==> config.mk <==
export PLATFORM = sky130hd
export DESIGN_NAME = fir_mac_sequencer_flat
export DESIGN_NICKNAME = d
export VERILOG_FILES = /design/src/rtl/fir_mac_sequencer_if.sv /design/src/rtl/fir_mac_sequencer.sv /design/src/flat_wrapper.sv
export SDC_FILE = /design/constraint.sdc
export NUM_CORES = 2
export LEC_CHECK = 0
export ABC_AREA = 0
export CORE_MARGIN = 1
export CORE_UTILIZATION = 58
export DETAILED_ROUTE_END_ITERATION = 16
export PLACE_DENSITY = 0.77
export SLEW_MARGIN = 20
export SYNTH_ARGS = -nofsm -noshare
export SYNTH_HDL_FRONTEND = slang
export SYNTH_SLANG_ARGS = --single-unit
==> constraint.sdc <==
create_clock -name clk -period 9.2 [get_ports clk]
set_input_delay 2.76 -clock clk [delete_from_list [all_inputs] [get_ports clk]]
set_output_delay 2.76 -clock clk [all_outputs]
set_load 0.01 [all_outputs]
==> src/rtl/fir_mac_sequencer_if.sv <==
// Sample-in / result-out stream bundle for fir_mac_sequencer.
// The slave modport is the filter side and the master modport is the source/sink side.
interface fir_mac_sequencer_if #(
    parameter int DWIDTH = 32
);
    logic              s_valid;
    logic              s_ready;
    logic [DWIDTH-1:0] s_data;
    logic              m_valid;
    logic              m_ready;
    logic [DWIDTH-1:0] m_data;
    logic              m_sat;

    modport slave (
        input  s_valid, s_data, m_ready,
        output s_ready, m_valid, m_data, m_sat
    );

    modport master (
        output s_valid, s_data, m_ready,
        input  s_ready, m_valid, m_data, m_sat
    );
endinterface

==> src/rtl/fir_mac_sequencer.sv <==
// Time-multiplexed FIR: a single signed MAC steps over TAPS coef/history pairs per sample.
// Optional macro FIR_SAT_EN clamps the result to DWIDTH bits and flags the clamp on m_sat.
module fir_mac_sequencer #(
    parameter int TAPS     = 20,
    parameter int DWIDTH   = 32,
    parameter int BIT_PREC = 4
) (
    input  logic                     clk,
    input  logic                     rst_n,
    input  logic                     coef_wr_en,
    input  logic [$clog2(TAPS)-1:0]  coef_wr_addr,
    input  logic [DWIDTH-1:0]        coef_wr_data,
    input  logic                     hist_clr,
    output logic                     busy,
    fir_mac_sequencer_if.slave       bus
);
    localparam int AW   = $clog2(TAPS);
    localparam int ACCW = 2*DWIDTH + AW;

    typedef enum logic [1:0] {
        ST_IDLE = 2'd0,
        ST_MAC  = 2'd1,
        ST_OUT  = 2'd2
    } state_t;

    state_t                   state_r;
    logic signed [DWIDTH-1:0] coef_r [TAPS];
    logic signed [DWIDTH-1:0] hist_r [TAPS];
    logic [AW-1:0]            wr_ptr_r;
    logic [AW-1:0]            hidx_r;
    logic [AW-1:0]            k_r;
    logic signed [ACCW-1:0]   acc_r;
    logic [DWIDTH-1:0]        m_data_r;
    logic                     m_valid_r;
    logic                     busy_r;

    logic                     s_ready_s;
    logic                     coef_addr_ok_s;
    logic signed [2*DWIDTH-1:0] prod_s;
    logic signed [ACCW-1:0]   acc_next_s;
    logic [DWIDTH-1:0]        out_data_s;

`ifdef FIR_SAT_EN
    logic                     m_sat_r;
    logic                     out_sat_s;
    logic signed [ACCW-1:0]   r_s;

    // True when v is representable as a signed DWIDTH-bit value.
    function automatic logic fits_dwidth(input logic signed [ACCW-1:0] v);
        return (&v[ACCW-1:DWIDTH-1]) || !(|v[ACCW-1:DWIDTH-1]);
    endfunction
`endif

    assign s_ready_s      = (state_r == ST_IDLE) && !coef_wr_en && !hist_clr;
    assign coef_addr_ok_s = (32'(coef_wr_addr) < TAPS);

    // MAC datapath and result formatting for the final tap.
    always_comb begin
        prod_s     = (2*DWIDTH)'(coef_r[k_r]) * (2*DWIDTH)'(hist_r[hidx_r]);
        acc_next_s = acc_r + ACCW'(prod_s);
`ifdef FIR_SAT_EN
        r_s = acc_next_s >>> BIT_PREC;
        if (fits_dwidth(r_s)) begin
            out_data_s = r_s[DWIDTH-1:0];
            out_sat_s  = 1'b0;
        end else begin
            out_data_s = r_s[ACCW-1] ? {1'b1, {(DWIDTH-1){1'b0}}} : {1'b0, {(DWIDTH-1){1'b1}}};
            out_sat_s  = 1'b1;
        end
`else
        out_data_s = acc_next_s[BIT_PREC +: DWIDTH];
`endif
    end

    // Sequencer FSM with configuration, history ring and registered outputs.
    always_ff @(posedge clk or negedge rst_n) begin
        if (!rst_n) begin
            state_r   <= ST_IDLE;
            for (int i = 0; i < TAPS; i++) begin
                coef_r[i] <= {DWIDTH{1'b0}};
                hist_r[i] <= {DWIDTH{1'b0}};
            end
            wr_ptr_r  <= {AW{1'b0}};
            hidx_r    <= {AW{1'b0}};
            k_r       <= {AW{1'b0}};
            acc_r     <= {ACCW{1'b0}};
            m_data_r  <= {DWIDTH{1'b0}};
            m_valid_r <= 1'b0;
            busy_r    <= 1'b0;
`ifdef FIR_SAT_EN
            m_sat_r   <= 1'b0;
`endif
        end else begin
            case (state_r)
                ST_IDLE: begin
                    if (coef_wr_en && coef_addr_ok_s) begin
                        coef_r[coef_wr_addr] <= coef_wr_data;
                    end
                    if (hist_clr) begin
                        for (int i = 0; i < TAPS; i++) begin
                            hist_r[i] <= {DWIDTH{1'b0}};
                        end
                        wr_ptr_r <= {AW{1'b0}};
                    end
                    if (bus.s_valid && s_ready_s) begin
                        hist_r[wr_ptr_r] <= bus.s_data;
                        hidx_r   <= wr_ptr_r;
                        wr_ptr_r <= (wr_ptr_r == AW'(TAPS-1)) ? {AW{1'b0}} : wr_ptr_r + AW'(1);
                        acc_r    <= {ACCW{1'b0}};
                        k_r      <= {AW{1'b0}};
                        busy_r   <= 1'b1;
                        state_r  <= ST_MAC;
                    end
                end
                ST_MAC: begin
                    acc_r  <= acc_next_s;
                    hidx_r <= (hidx_r == {AW{1'b0}}) ? AW'(TAPS-1) : hidx_r - AW'(1);
                    if (k_r == AW'(TAPS-1)) begin
                        m_data_r  <= out_data_s;
`ifdef FIR_SAT_EN
                        m_sat_r   <= out_sat_s;
`endif
                        m_valid_r <= 1'b1;
                        state_r   <= ST_OUT;
                    end else begin
                        k_r <= k_r + AW'(1);
                    end
                end
                ST_OUT: begin
                    if (bus.m_ready) begin
                        m_valid_r <= 1'b0;
                        busy_r    <= 1'b0;
                        state_r   <= ST_IDLE;
                    end
                end
                default: begin
                    m_valid_r <= 1'b0;
                    busy_r    <= 1'b0;
                    state_r   <= ST_IDLE;
                end
            endcase
        end
    end

    assign bus.s_ready = s_ready_s;
    assign bus.m_valid = m_valid_r;
    assign bus.m_data  = m_data_r;
    assign busy        = busy_r;
`ifdef FIR_SAT_EN
    assign bus.m_sat   = m_sat_r;
`else
    assign bus.m_sat   = 1'b0;
`endif
endmodule

==> src/flat_wrapper.sv <==
// flat-port wrapper written by rule: the top's interface ports become plain ports
module fir_mac_sequencer_flat 
#(
    parameter int TAPS     = 20,
    parameter int DWIDTH   = 32,
    parameter int BIT_PREC = 4
)
  (clk, rst_n, coef_wr_en, coef_wr_addr, coef_wr_data, hist_clr, busy, bus_s_valid, bus_s_data, bus_m_ready, bus_s_ready, bus_m_valid, bus_m_data, bus_m_sat);
  fir_mac_sequencer_if #(.DWIDTH(DWIDTH)) bus_i ();
  input  logic clk;
  input  logic rst_n;
  input  logic coef_wr_en;
  input  logic [$clog2(TAPS)-1:0] coef_wr_addr;
  input  logic [DWIDTH-1:0] coef_wr_data;
  input  logic hist_clr;
  output logic busy;
  input wire logic [$bits(bus_i.s_valid)-1:0] bus_s_valid;
  input wire logic [$bits(bus_i.s_data)-1:0] bus_s_data;
  input wire logic [$bits(bus_i.m_ready)-1:0] bus_m_ready;
  output wire logic [$bits(bus_i.s_ready)-1:0] bus_s_ready;
  output wire logic [$bits(bus_i.m_valid)-1:0] bus_m_valid;
  output wire logic [$bits(bus_i.m_data)-1:0] bus_m_data;
  output wire logic [$bits(bus_i.m_sat)-1:0] bus_m_sat;
  assign bus_i.s_valid = bus_s_valid;
  assign bus_i.s_data = bus_s_data;
  assign bus_i.m_ready = bus_m_ready;
  assign bus_s_ready = bus_i.s_ready;
  assign bus_m_valid = bus_i.m_valid;
  assign bus_m_data = bus_i.m_data;
  assign bus_m_sat = bus_i.m_sat;
  fir_mac_sequencer #(.TAPS(TAPS), .DWIDTH(DWIDTH), .BIT_PREC(BIT_PREC)) u_core (.clk(clk), .rst_n(rst_n), .coef_wr_en(coef_wr_en), .coef_wr_addr(coef_wr_addr), .coef_wr_data(coef_wr_data), .hist_clr(hist_clr), .busy(busy), .bus(bus_i));
endmodule
==> impl_results.md <==
* Predominant post-synthesis flop cell: dfrtp_1
* Placed inst area at ~0.088 sq mm
* Status: complete, but fails checks
* Largest net degree at the start of global routing at around 220
* Crit path DAT at ~9.9 ns
* Antenna violations before repair at 12
* Max-slew violation count at 0
* Multi-input gate area at roughly 0.044 sq mm
* Drt drc at 0
* FF+latch area at approximately 0.034 sq mm
* Setup ws final at -0.0471 ns
* Synth area leaders: dfrtp_1 (41%), fa_1 (14%), mux2_2 (8.9%)
* Crit share post-route at 101%
* Endpoints failing hold at 0
* CORE AREA at between 0.1 and 0.15 sq mm
* Post-synth top cells: dfrtp_1 (1,367), nand2_1 (892), inv_1 (721), o21ai_0 (672), mux2_2 (654)
* Crit Path Class: flip-flop to flip-flop
* Vias in the first global route at about 60,000
* CP startpoint: u_core.hidx_r[0]$_DFFE_PN0P_
* GRT overflow at 0
* Synth cell types at 69
* Post-route ant nets at 0
* Sw Pwr at around 9 mW
* Final instance area at 0.0940 sq mm
* Die W at 380 um
* Root Buffer Master: clkbuf_16
* Routed WL at between 200 and 250 mm
* I/O Buffers at approximately 110
* Hpwl dp at around 150 mm
* Hold Crit Start: u_core.bus.m_data[26]$_DFFE_PN0P_
* Non-Filler Instances at 9,600
* Cell area after synthesis at between 0.08 and 0.09 sq mm
* Clk Latency, worst-skew pair at between 0.8 and 0.9 ns
* Critical Path Fanout Max at 10
* Seq pwr share at between 30% and 40%
* Synthesized area per cell at between 10 and 15 sq um
* Post-synth EDFFs at 0
* Total Nets Final at between 8,000 and 9,000
* Final Wtd Congestion at about 0.95
* Top Family by Delay on Critical Path: adder cells
* Clk pwr share at approximately a quarter
* # placed instances at just over 9,000
* Routed len/inst at ~25 um
* Syn. warnings at 0
* CP required at between 9 and 10 ns
* Sequential share of the synthesized area at between 40% and 50%
* # rows at 138
* Worst ir drop on vdd at roughly 0.22 mV
* Clk buf depth at 3
* Clk sinks at about 1,400
* Initial Utilization at 58.5%
* IO Pins at 111
* Fillers at about 10,000
* Tot Pwr at 23.9 mW
* Seq cells post-synth at around 1,400
* R2R Setup Slk at -0.05 ns
* DRT iter0 DRCs at 6,969
* Vias post-DR at approximately 60,000
* Max Cap Viol at 0
* Syn nets at 8,282
* Most numerous cell in the Yosys netlist: dfrtp_1
* Worst r2r src: u_core.hidx_r[0]$_DFFE_PN0P_
* Synth area leader: dfrtp_1
* Max Fclk at approximately 110 MHz
* Final hold slack at 0.474 ns
* Switching Share at a little under two fifths
* Leakage at 43.8 nW
* Most frequent CP cell: fa_1
* PD cells at between 200 and 300 mW/mm^2
* Worst setup SP type: flip-flop
* Combinational power share at roughly 46%
* HP Class: flip-flop to flip-flop
* Worst-path clk slew at ~0.06 ns
* Failing checks: setup timing
* CTS tree: built
* CP peak stage delay at ~0.57 ns
* Post-CTS Hold Buffers at 0
* Tmin final at roughly 9.2 ns
* Endpoint class of the critical path: flip-flop
* Total GRT Usage at between 30 and 40%
* Endpoints failing setup at 2
* Mapped Cells at between 7,000 and 8,000
* Worst clock skew at approximately 0.037 ns
* Ys async rst share at between 90% and 100%
* DR pass1 iterations at 9
* Layout cells sized above 1 at 24.7%
* Max transition margin at 30.8%
* Top cell type's share of synthesized area at around two fifths
* Internal at approximately 15 mW
* Critical path buffers and inverters at 10
* Die H at 380 um
* Worst slew pin tran at 1.04 ns
* Layout area overhead at 13.8%
* DR vias/cell at between 6 and 7
* RSZ-0062 raised after global routing: yes
* H-Tree Depth at 4
* CTS Buf Count at 142
* Die area at about 0.14 sq mm
* Slowest CP cell: fa_1
* First-pass GRT wire length at 365 mm
[state kept, by name, summed over array words and instances, names as in the netlist]
register,flops
u_core.k_r,5
u_core.coef_r,640
u_core.bus.m_data,32
u_core.wr_ptr_r,5
u_core.state_r,2
u_core.acc_r,36
u_core.hist_r,640
u_core.busy,1
u_core.bus.m_valid,1
u_core.hidx_r,5
[worst reg2reg max path, delay by kind of cell (launching register included)]
| family | cells | cell delay (ns) |
|---|---|---|
| muxes | 3 | 1.15 |
| adders and majority gates | 9 | 4.27 |
| AOI/OAI and AO/OA | 8 | 1.80 |
| DFF | 1 | 0.51 |
| and+or+nand+nor | 2 | 0.16 |
| buffers and inverters | 10 | 1.20 |
[cells by family (layout without fill, tap and decap cells)]
group,count (synthesis),in the layout,share of synthesized area (%)
flops,1367,1367,41.4
compound gates,897,897,5.94
other cells,1,8,0.00454
simple gates,2012,2012,10.6
buf+inv,1328,1552,6.28
mux,1057,1057,18.7
xor+xnor,89,89,0.976
fa+ha+maj,728,728,16.1
[worst paths after layout]
kind                                                     endpoint  depth (start not counted)
worst max-delay path            u_core.bus.m_data[30]$_DFFE_PN0P_                         32
worst min-delay path            u_core.bus.m_data[26]$_DFFE_PN0P_                          2
max in group asynchronous            u_core.hidx_r[0]$_DFFE_PN0P_                          2
worst max register to register  u_core.bus.m_data[30]$_DFFE_PN0P_                         32
worst min register to register  u_core.bus.m_data[26]$_DFFE_PN0P_                          2
min in group asynchronous       u_core.bus.m_data[14]$_DFFE_PN0P_                          1
[placed cells by master, fill, tap and decap left out, types with 52 or more instances in the layout]
cell / Yosys / final
mux4_2: 326 / 326
o21ai_0: 672 / 657
inv_1: 721 / 712
a21oi_1: 64 / 52
or2_2: 77 / 77
clkbuf_16: 0 / 154
nand2b_1: 76 / 74
buf_4: 21 / 343
fa_1: 563 / 553
nor2_1: 426 / 402
clkdlybuf4s50_1: 0 / 108
nand3_1: 454 / 439
nand2_1: 892 / 888
xnor2_1: 73 / 71
mux2_2: 654 / 654
mux2i_1: 77 / 72
ha_1: 165 / 151
buf_12: 0 / 82
dfrtp_1: 1367 / 1362
[final cells by class]
class / count / share of cell area, %
multi-input combinational: 4784 / 46.8
antenna: 7 / 0.0186
sequential: 1367 / 36.4
inverter: 724 / 2.89
timing repair buffer: 577 / 6.43
clock inverter: 48 / 0.656
clock buffer: 203 / 4.33
tap: 1890 / 2.51
[metal layers]
layer  routed length (um)  GRT usage [%]  vias up
li1                     -              -    25106
met5                   81              0        -
met3                23500           7.05      621
met2               113000           51.6     3146
met1                91700           45.4    30779
met4                10400           13.3       12
[metrics by stage]
stage	setup TNS (ns)	setup slack, ns	util [%]
6_report	-0.0805	-0.0471	66.5
5_1_grt	-1.21	-0.270	66.5
4_1_cts	0	0.0120	65.6
3_5_place_dp	-0.245	-0.128	62.1
3_3_place_gp	0	0.0288	62.1
2_1_floorplan	-0.00996	-0.00996	-
[what timing repair did]
action / in CTS / in global routing
setup buffers: 7 / 70
setup endpoints to repair: 6 / 20
gates cloned: 2 / 9
gates resized for setup: 12 / 134
pin swaps: 6 / 89
[power by group through the flow]
stage,sequential [mW],clock [mW],combinational [mW]
2_1_floorplan,7.08,0,6.02
3_3_place_gp,7.24,0,9.71
3_5_place_dp,7.29,0,9.93
4_1_cts,7.18,5.87,10.1
5_1_grt,7.26,6.09,11.5
6_report,7.20,5.81,10.8
(Power assumes the default switching activity.)
